## src/rtl/instr_stream_encoder.sv

```systemverilog
// -----------------------------------------------------------------------------
// instr_stream_encoder
//
// Purpose:
//   Turns symbolic instruction requests (mnemonic code plus operand fields) into
//   MIPS-I 32-bit instruction words. The words are queued in a small FIFO and
//   written in order into instruction memory through a word-addressed write
//   port that supports backpressure. Typical uses are as a program loader or a
//   self-test generator placed ahead of the single-cycle CPU.
//
// Handshakes (both ports share the same valid/ready rule):
//   A transfer happens on a rising clk edge where the valid side (in_valid or
//   im_we) and the ready side (in_ready or im_ready) are both high. The valid
//   side holds its payload stable until that transfer happens. in_ready does
//   not depend on in_valid, and im_we does not depend on im_ready.
//
// Ports:
//   clk        in   1     single clock, rising edge
//   rstn       in   1     asynchronous active-low reset
//   start      in   1     one-cycle pulse: flush FIFO, reload address, clear err
//   in_valid   in   1     request valid
//   in_ready   out  1     request accepted on in_valid & in_ready at an edge
//   in_op      in   6     mnemonic code (0..34 legal, 35..63 illegal)
//   in_rs      in   5     rs field
//   in_rt      in   5     rt field
//   in_rd      in   5     rd field
//   in_shamt   in   5     shift amount
//   in_imm     in   16    immediate / branch offset
//   in_target  in   26    jump target field
//   im_we      out  1     memory write request (FIFO not empty)
//   im_ready   in   1     memory accepts the current write
//   im_addr    out  AW    word address of the current write
//   im_wdata   out  32    instruction word of the current write
//   err        out  1     sticky: an illegal in_op was accepted
//   wr_count   out  AW+1  words written since reset/start, saturating
// -----------------------------------------------------------------------------
module instr_stream_encoder #(
  parameter int DEPTH     = 4,
  parameter int AW        = 10,
  parameter int BASE_ADDR = 0
) (
  input  logic          clk,
  input  logic          rstn,
  input  logic          start,
  input  logic          in_valid,
  output logic          in_ready,
  input  logic [5:0]    in_op,
  input  logic [4:0]    in_rs,
  input  logic [4:0]    in_rt,
  input  logic [4:0]    in_rd,
  input  logic [4:0]    in_shamt,
  input  logic [15:0]   in_imm,
  input  logic [25:0]   in_target,
  output logic          im_we,
  input  logic          im_ready,
  output logic [AW-1:0] im_addr,
  output logic [31:0]   im_wdata,
  output logic          err,
  output logic [AW:0]   wr_count
);

  localparam int PW = $clog2(DEPTH);
  localparam logic [AW-1:0] LP_BASE = AW'(BASE_ADDR);

  // Mnemonic codes
  localparam logic [5:0] OP_ADD  = 6'd0;
  localparam logic [5:0] OP_ADDU = 6'd1;
  localparam logic [5:0] OP_SUB  = 6'd2;
  localparam logic [5:0] OP_SUBU = 6'd3;
  localparam logic [5:0] OP_AND  = 6'd4;
  localparam logic [5:0] OP_OR   = 6'd5;
  localparam logic [5:0] OP_XOR  = 6'd6;
  localparam logic [5:0] OP_NOR  = 6'd7;
  localparam logic [5:0] OP_SLT  = 6'd8;
  localparam logic [5:0] OP_SLTU = 6'd9;
  localparam logic [5:0] OP_SLL  = 6'd10;
  localparam logic [5:0] OP_SRL  = 6'd11;
  localparam logic [5:0] OP_SRA  = 6'd12;
  localparam logic [5:0] OP_SLLV = 6'd13;
  localparam logic [5:0] OP_SRLV = 6'd14;
  localparam logic [5:0] OP_SRAV = 6'd15;
  localparam logic [5:0] OP_JR   = 6'd16;
  localparam logic [5:0] OP_JALR = 6'd17;
  localparam logic [5:0] OP_ADDI = 6'd18;
  localparam logic [5:0] OP_ANDI = 6'd19;
  localparam logic [5:0] OP_ORI  = 6'd20;
  localparam logic [5:0] OP_SLTI = 6'd21;
  localparam logic [5:0] OP_LUI  = 6'd22;
  localparam logic [5:0] OP_LW   = 6'd23;
  localparam logic [5:0] OP_LB   = 6'd24;
  localparam logic [5:0] OP_LH   = 6'd25;
  localparam logic [5:0] OP_LBU  = 6'd26;
  localparam logic [5:0] OP_LHU  = 6'd27;
  localparam logic [5:0] OP_SW   = 6'd28;
  localparam logic [5:0] OP_SB   = 6'd29;
  localparam logic [5:0] OP_SH   = 6'd30;
  localparam logic [5:0] OP_BEQ  = 6'd31;
  localparam logic [5:0] OP_BNE  = 6'd32;
  localparam logic [5:0] OP_J    = 6'd33;
  localparam logic [5:0] OP_JAL  = 6'd34;

  // Instruction classes
  localparam logic [1:0] CL_R = 2'd0;
  localparam logic [1:0] CL_I = 2'd1;
  localparam logic [1:0] CL_J = 2'd2;

  // ---------------------------------------------------------------------------
  // Combinational encoder
  // ---------------------------------------------------------------------------
  logic        w_legal;
  logic [1:0]  w_class;
  logic [5:0]  w_opcode;
  logic [5:0]  w_funct;
  logic        w_is_shift;
  logic        w_is_jr;
  logic        w_is_jalr;
  logic        w_is_lui;
  logic [4:0]  w_rs;
  logic [4:0]  w_rt;
  logic [4:0]  w_rd;
  logic [4:0]  w_shamt;
  logic [31:0] w_word;

  always_comb begin
    w_legal  = 1'b1;
    w_class  = CL_R;
    w_opcode = 6'h00;
    w_funct  = 6'h00;
    unique case (in_op)
      OP_ADD:  w_funct = 6'h20;
      OP_ADDU: w_funct = 6'h21;
      OP_SUB:  w_funct = 6'h22;
      OP_SUBU: w_funct = 6'h23;
      OP_AND:  w_funct = 6'h24;
      OP_OR:   w_funct = 6'h25;
      OP_XOR:  w_funct = 6'h26;
      OP_NOR:  w_funct = 6'h27;
      OP_SLT:  w_funct = 6'h2a;
      OP_SLTU: w_funct = 6'h2b;
      OP_SLL:  w_funct = 6'h00;
      OP_SRL:  w_funct = 6'h02;
      OP_SRA:  w_funct = 6'h03;
      OP_SLLV: w_funct = 6'h04;
      OP_SRLV: w_funct = 6'h06;
      OP_SRAV: w_funct = 6'h07;
      OP_JR:   w_funct = 6'h08;
      OP_JALR: w_funct = 6'h09;
      OP_ADDI: begin w_class = CL_I; w_opcode = 6'h08; end
      OP_ANDI: begin w_class = CL_I; w_opcode = 6'h0c; end
      OP_ORI:  begin w_class = CL_I; w_opcode = 6'h0d; end
      OP_SLTI: begin w_class = CL_I; w_opcode = 6'h0a; end
      OP_LUI:  begin w_class = CL_I; w_opcode = 6'h0f; end
      OP_LW:   begin w_class = CL_I; w_opcode = 6'h23; end
      OP_LB:   begin w_class = CL_I; w_opcode = 6'h20; end
      OP_LH:   begin w_class = CL_I; w_opcode = 6'h21; end
      OP_LBU:  begin w_class = CL_I; w_opcode = 6'h24; end
      OP_LHU:  begin w_class = CL_I; w_opcode = 6'h25; end
      OP_SW:   begin w_class = CL_I; w_opcode = 6'h2b; end
      OP_SB:   begin w_class = CL_I; w_opcode = 6'h28; end
      OP_SH:   begin w_class = CL_I; w_opcode = 6'h29; end
      OP_BEQ:  begin w_class = CL_I; w_opcode = 6'h04; end
      OP_BNE:  begin w_class = CL_I; w_opcode = 6'h05; end
      OP_J:    begin w_class = CL_J; w_opcode = 6'h02; end
      OP_JAL:  begin w_class = CL_J; w_opcode = 6'h03; end
      default: w_legal = 1'b0;
    endcase
  end

  assign w_is_shift = (in_op == OP_SLL) || (in_op == OP_SRL) || (in_op == OP_SRA);
  assign w_is_jr    = (in_op == OP_JR);
  assign w_is_jalr  = (in_op == OP_JALR);
  assign w_is_lui   = (in_op == OP_LUI);

  // Field forcing: immediate shifts carry no rs; only immediate shifts carry a
  // shamt; jr uses rs alone; jalr uses rs and rd.
  assign w_rs    = (w_is_shift || (w_class == CL_I && w_is_lui)) ? 5'd0 : in_rs;
  assign w_rt    = (w_is_jr || w_is_jalr) ? 5'd0 : in_rt;
  assign w_rd    = w_is_jr ? 5'd0 : in_rd;
  assign w_shamt = w_is_shift ? in_shamt : 5'd0;

  always_comb begin
    w_word = 32'h0;
    case (w_class)
      CL_R:    w_word = {6'h00, w_rs, w_rt, w_rd, w_shamt, w_funct};
      CL_I:    w_word = {w_opcode, w_rs, in_rt, in_imm};
      CL_J:    w_word = {w_opcode, in_target};
      default: w_word = 32'h0;
    endcase
  end

  // ---------------------------------------------------------------------------
  // FIFO: pointers carry one extra wrap bit so full and empty are distinct.
  // ---------------------------------------------------------------------------
  logic [31:0]   r_mem [DEPTH];
  logic [PW:0]   r_wptr;
  logic [PW:0]   r_rptr;
  logic [AW-1:0] r_addr;
  logic [AW:0]   r_count;
  logic          r_err;

  logic w_full;
  logic w_empty;
  logic w_accept;
  logic w_push;
  logic w_pop;

  assign w_empty = (r_wptr == r_rptr);
  assign w_full  = (r_wptr[PW] != r_rptr[PW]) &&
                   (r_wptr[PW-1:0] == r_rptr[PW-1:0]);

  // No bypass when full: a pop in the same cycle does not open a slot early.
  assign in_ready = rstn & ~w_full & ~start;
  assign w_accept = in_valid & in_ready;
  assign w_push   = w_accept & w_legal;
  assign w_pop    = ~w_empty & im_ready;

  always_ff @(posedge clk or negedge rstn) begin
    if (!rstn) begin
      r_wptr  <= '0;
      r_rptr  <= '0;
      r_addr  <= LP_BASE;
      r_count <= '0;
      r_err   <= 1'b0;
      for (int i = 0; i < DEPTH; i++) begin
        r_mem[i] <= 32'h0;
      end
    end else if (start) begin
      // A push or pop coinciding with start is dropped.
      r_wptr  <= '0;
      r_rptr  <= '0;
      r_addr  <= LP_BASE;
      r_count <= '0;
      r_err   <= 1'b0;
    end else begin
      if (w_push) begin
        r_mem[r_wptr[PW-1:0]] <= w_word;
        r_wptr                <= r_wptr + (PW+1)'(1);
      end
      if (w_pop) begin
        r_rptr <= r_rptr + (PW+1)'(1);
        r_addr <= r_addr + AW'(1);
        if (r_count != '1) begin
          r_count <= r_count + (AW+1)'(1);
        end
      end
      if (w_accept && !w_legal) begin
        r_err <= 1'b1;
      end
    end
  end

  assign im_we    = ~w_empty;
  assign im_addr  = r_addr;
  // Drive zero while idle so the bus does not show a stale word.
  assign im_wdata = w_empty ? 32'h0 : r_mem[r_rptr[PW-1:0]];
  assign err      = r_err;
  assign wr_count = r_count;

endmodule

```

## config.mk

```make
export PLATFORM = sky130hd
export DESIGN_NAME = instr_stream_encoder
export DESIGN_NICKNAME = d
export VERILOG_FILES = /design/src/rtl/instr_stream_encoder.sv
export SDC_FILE = /design/constraint.sdc
export NUM_CORES = 1
export LEC_CHECK = 0
export BUFFER_PORTS_ARGS = -buffer_cell sky130_fd_sc_hd__buf_2
export CAP_MARGIN = 40
export CORE_MARGIN = 3
export CORE_UTILIZATION = 55
export CTS_CLUSTER_DIAMETER = 100
export DETAILED_ROUTE_END_ITERATION = 6
export PLACE_DENSITY = 0.74
export SETUP_SLACK_MARGIN = 0.02
export SLEW_MARGIN = 15
export SYNTH_ARGS = -nofsm -noshare
export SYNTH_HDL_FRONTEND = slang
export SYNTH_SLANG_ARGS = --single-unit
```

## constraint.sdc

```tcl
create_clock -name clk -period 2.7 [get_ports clk]
set_input_delay 0.135 -clock clk [delete_from_list [all_inputs] [get_ports clk]]
set_output_delay 0.135 -clock clk [all_outputs]
set_load 0.005 [all_outputs]
```

==> results by group <==
Layout
  • Final Cell Area: 9102 um2
  • Reg area: 3805 um2
  • Commonest non-fill, non-tap cell in the layout: dfrtp_1
  • Ant. Diodes: 0
  • Layout Nets: 900
  • Area grow syn2layout: 19.42%
  • Most frequent cells in the layout: 151 x dfrtp_1, 126 x buf_2, 101 x nor2_1
  • Share of cells above drive strength 1: 29.41%
  • Multi-input logic area: 3518 um2
  • Filler instances: 1011

Floorplan
  • Die area: 15310 um2
  • Die Wd: 123.7 um
  • Core Area: 13400 um2
  • Die Y: 123.7 um
  • Ports: 129
  • Rows: 42
  • Initial Util: 56.88%

Setup path
  • Crit path max-delay family: buffers and inverters
  • Crit path required time: 2.57 ns
  • CP max-delay cell: mux4_2
  • Worst setup path class: register to output pin
  • Worst Path Max Fanout: 33
  • CP cell instances: buf_4 > mux4_2 > nor2b_1 > buf_2
  • CP arrival: 2.25 ns
  • CP Buf/Inv Count: 2
  • Crit. End Element: output pin
  • Crit path largest cell delay: 0.62 ns
  • Startpoint Class: register

Synth
  • Number of synthesized flops with an enable pin: 0
  • Mapped Cells: 710
  • Syn_nets: 790
  • Yosys cell types: 64
  • Synth warn: 0
  • Main synth FF type: dfrtp_1
  • Synth async-reset ratio: 100.0%
  • Avg Cell Area, Syn: 10.74 um2
  • Register bit total from synthesis: 152
  • Syn Std Cell Area: 7622 um2
  • Seq/Total Area, Yosys: 49.90%

Timing
  • Setup violators final: 0
  • Skew final: 0.005267 ns
  • Fmax: 418.6 MHz
  • Fin crit share: 88.48%
  • Final hold vios: 0
  • Min Clock Period, post-route: 2.389 ns
  • RSZ-0062 raised after global routing: no
  • Least-Margin Pin Slew: 0.7763 ns
  • Final count of pins violating max slew: 0
  • Setup TNS: 0 ns
  • Setup ws final: 0.3110 ns
  • Hold Slack: 0.02505 ns
  • Slew headroom: 48.24%

Routing
  • Via count: 6022
  • DR iter-0 viols: 425
  • Routed wire length: 18.94 mm
  • Detail Route Antenna Nets: 0
  • DRT Pass-1 Iters: 6
  • Vias per cell: 5.968
  • DRC violations left: 0
  • DR WL/cell: 18.78 um

Placed design
  • GPL Wtd Cong: 0.8266
  • Pre-CTS WS: 0.5493 ns
  • Placed cell areas: 8374 um2
  • Input/output buffers: 127
  • Post-DP HPWL: 12.50 mm

Power
  • Power Dens Cells: 681.5 nW/um2
  • VDD IR max: 0.5067 mV
  • Leakage: 4.253 nW

Clocking
  • H-tree Lvls: 4
  • CTS buffer count: 17
  • Clock Latency Late Sink: 0.41 ns
  • Clk buf depth: 2
  • TritonCTS clock tree: yes
  • Clock Tree Root: clkbuf_16
  • Clk slew on worst S/H paths: 0.06 ns
  • Clock sinks: 152

Global route
  • First-pass GRT wire length: 30.65 mm
  • Initial antenna violation count: 1
  • Largest net degree at the start of global routing: 70
  • Vias in the first global route: 6140
  • All-Layer GR Usage: 26.23%
  • Congestion Overflow GR: 0

Flow run
  • Maxcap violations: 0

Run status
  • Status: complete, no violations

Worst hold path
  • Hold crit path type: primary input to register
==> area by class of cell <==
class / instances / area share [%]
timing repair buffer: 144 / 9.251
sequential: 152 / 41.80
clock inverter: 14 / 2.763
clock buffer: 18 / 4.825
inverter: 7 / 0.2887
multi-input combinational: 498 / 38.65
tap: 176 / 2.419
==> timing repair <==
item | CTS | global route
endpoints found under the setup margin | 0 | 0
hold endpoints to repair | 23 | 0
hold buffers | 1 | 0
resized for setup | 0 | 0
setup buffers | 0 | 0
==> routing by layer <==
layer	GRT usage [%]	up-vias	wire, um
met5	0	-	7
met4	9.135	2	320
met3	5.995	25	1006
met2	45.49	183	9993
met1	32.36	3033	7616
li1	-	2779	-
==> logic make-up after synthesis <==
group	Yosys count	share of synthesized area, %
simple gates	242	15.51
compound gates	170	13.97
flops	152	49.90
buf+inv	60	4.054
mux	53	12.38
xor+xnor	24	2.856
fa+ha+maj	8	1.280
other cells	1	0.04920
==> metrics by stage <==
step | instances | utilization [%] | total power (W)
4_1_cts | 1008 | 67.72 | 0.006240
3_3_place_gp | 975 | 62.49 | 0.003412
3_5_place_dp | 975 | 62.49 | 0.003463
5_1_grt | 1009 | 67.93 | 0.006465
6_report | 1009 | 67.93 | 0.006204
2_1_floorplan | 710 | - | 0.003158
==> power breakdown <==
group          leakage, nW  internal [W]  total, W  switching, W
combinational         1.85      0.000407  0.000835      0.000428
clock                0.339       0.00184   0.00276      0.000920
sequential            2.06       0.00248   0.00260      0.000120
==> Yosys cell counts (5+ instances only) <==
| cell type | instances | area (um2) |
|---|---|---|
| nor3_1 | 7 | 35.03 |
| xnor2_1 | 12 | 105.1 |
| nor2_1 | 101 | 379.1 |
| mux2_1 | 5 | 56.30 |
| ha_1 | 7 | 87.58 |
| a222oi_1 | 11 | 110.1 |
| and4b_1 | 5 | 50.05 |
| mux4_2 | 31 | 698.2 |
| o21ai_1 | 23 | 115.1 |
| inv_1 | 7 | 26.28 |
| buf_2 | 21 | 105.1 |
| nand2_1 | 48 | 180.2 |
| and4_1 | 6 | 52.55 |
| mux2_2 | 15 | 168.9 |
| dfrtp_1 | 152 | 3804 |
| a21oi_1 | 90 | 450.4 |
| xor2_1 | 11 | 96.34 |
| o21ai_0 | 8 | 40.04 |
| nand3_1 | 8 | 40.04 |
| buf_4 | 7 | 52.55 |
| nand4_1 | 9 | 56.30 |
| a22oi_1 | 7 | 52.55 |
| a21boi_2 | 5 | 56.30 |
| nor2b_1 | 34 | 212.7 |
| clkbuf_1 | 19 | 71.32 |
==> sequential cells by signal, indices dropped and copies added, names as in the netlist <==
name,flops
r_mem,124
im_addr,10
r_wptr,3
r_rptr,3
err,1
wr_count,11
==> worst paths after layout <==
kind	from	to	slack, ns	cells after the start
worst min-delay path	in_target[22]	r_mem[118]	0.03	3
worst max-delay path	r_rptr[0]	im_wdata[15]	0.31	4
min in group asynchronous	rstn	r_mem[80]	0.16	2
worst min register to register	r_mem[108]	r_mem[108]	0.48	2
worst max register to register	r_wptr[1]	r_mem[102]	0.49	6
max in group asynchronous	rstn	r_mem[2]	1.52	3
==> tightest hold or removal path: cells and delay by family <==
family          cells  cell delay [ns]
compound gates      2             0.18
buf+inv             1             0.08
No activity file was read; power rests on OpenSTA's default activity.
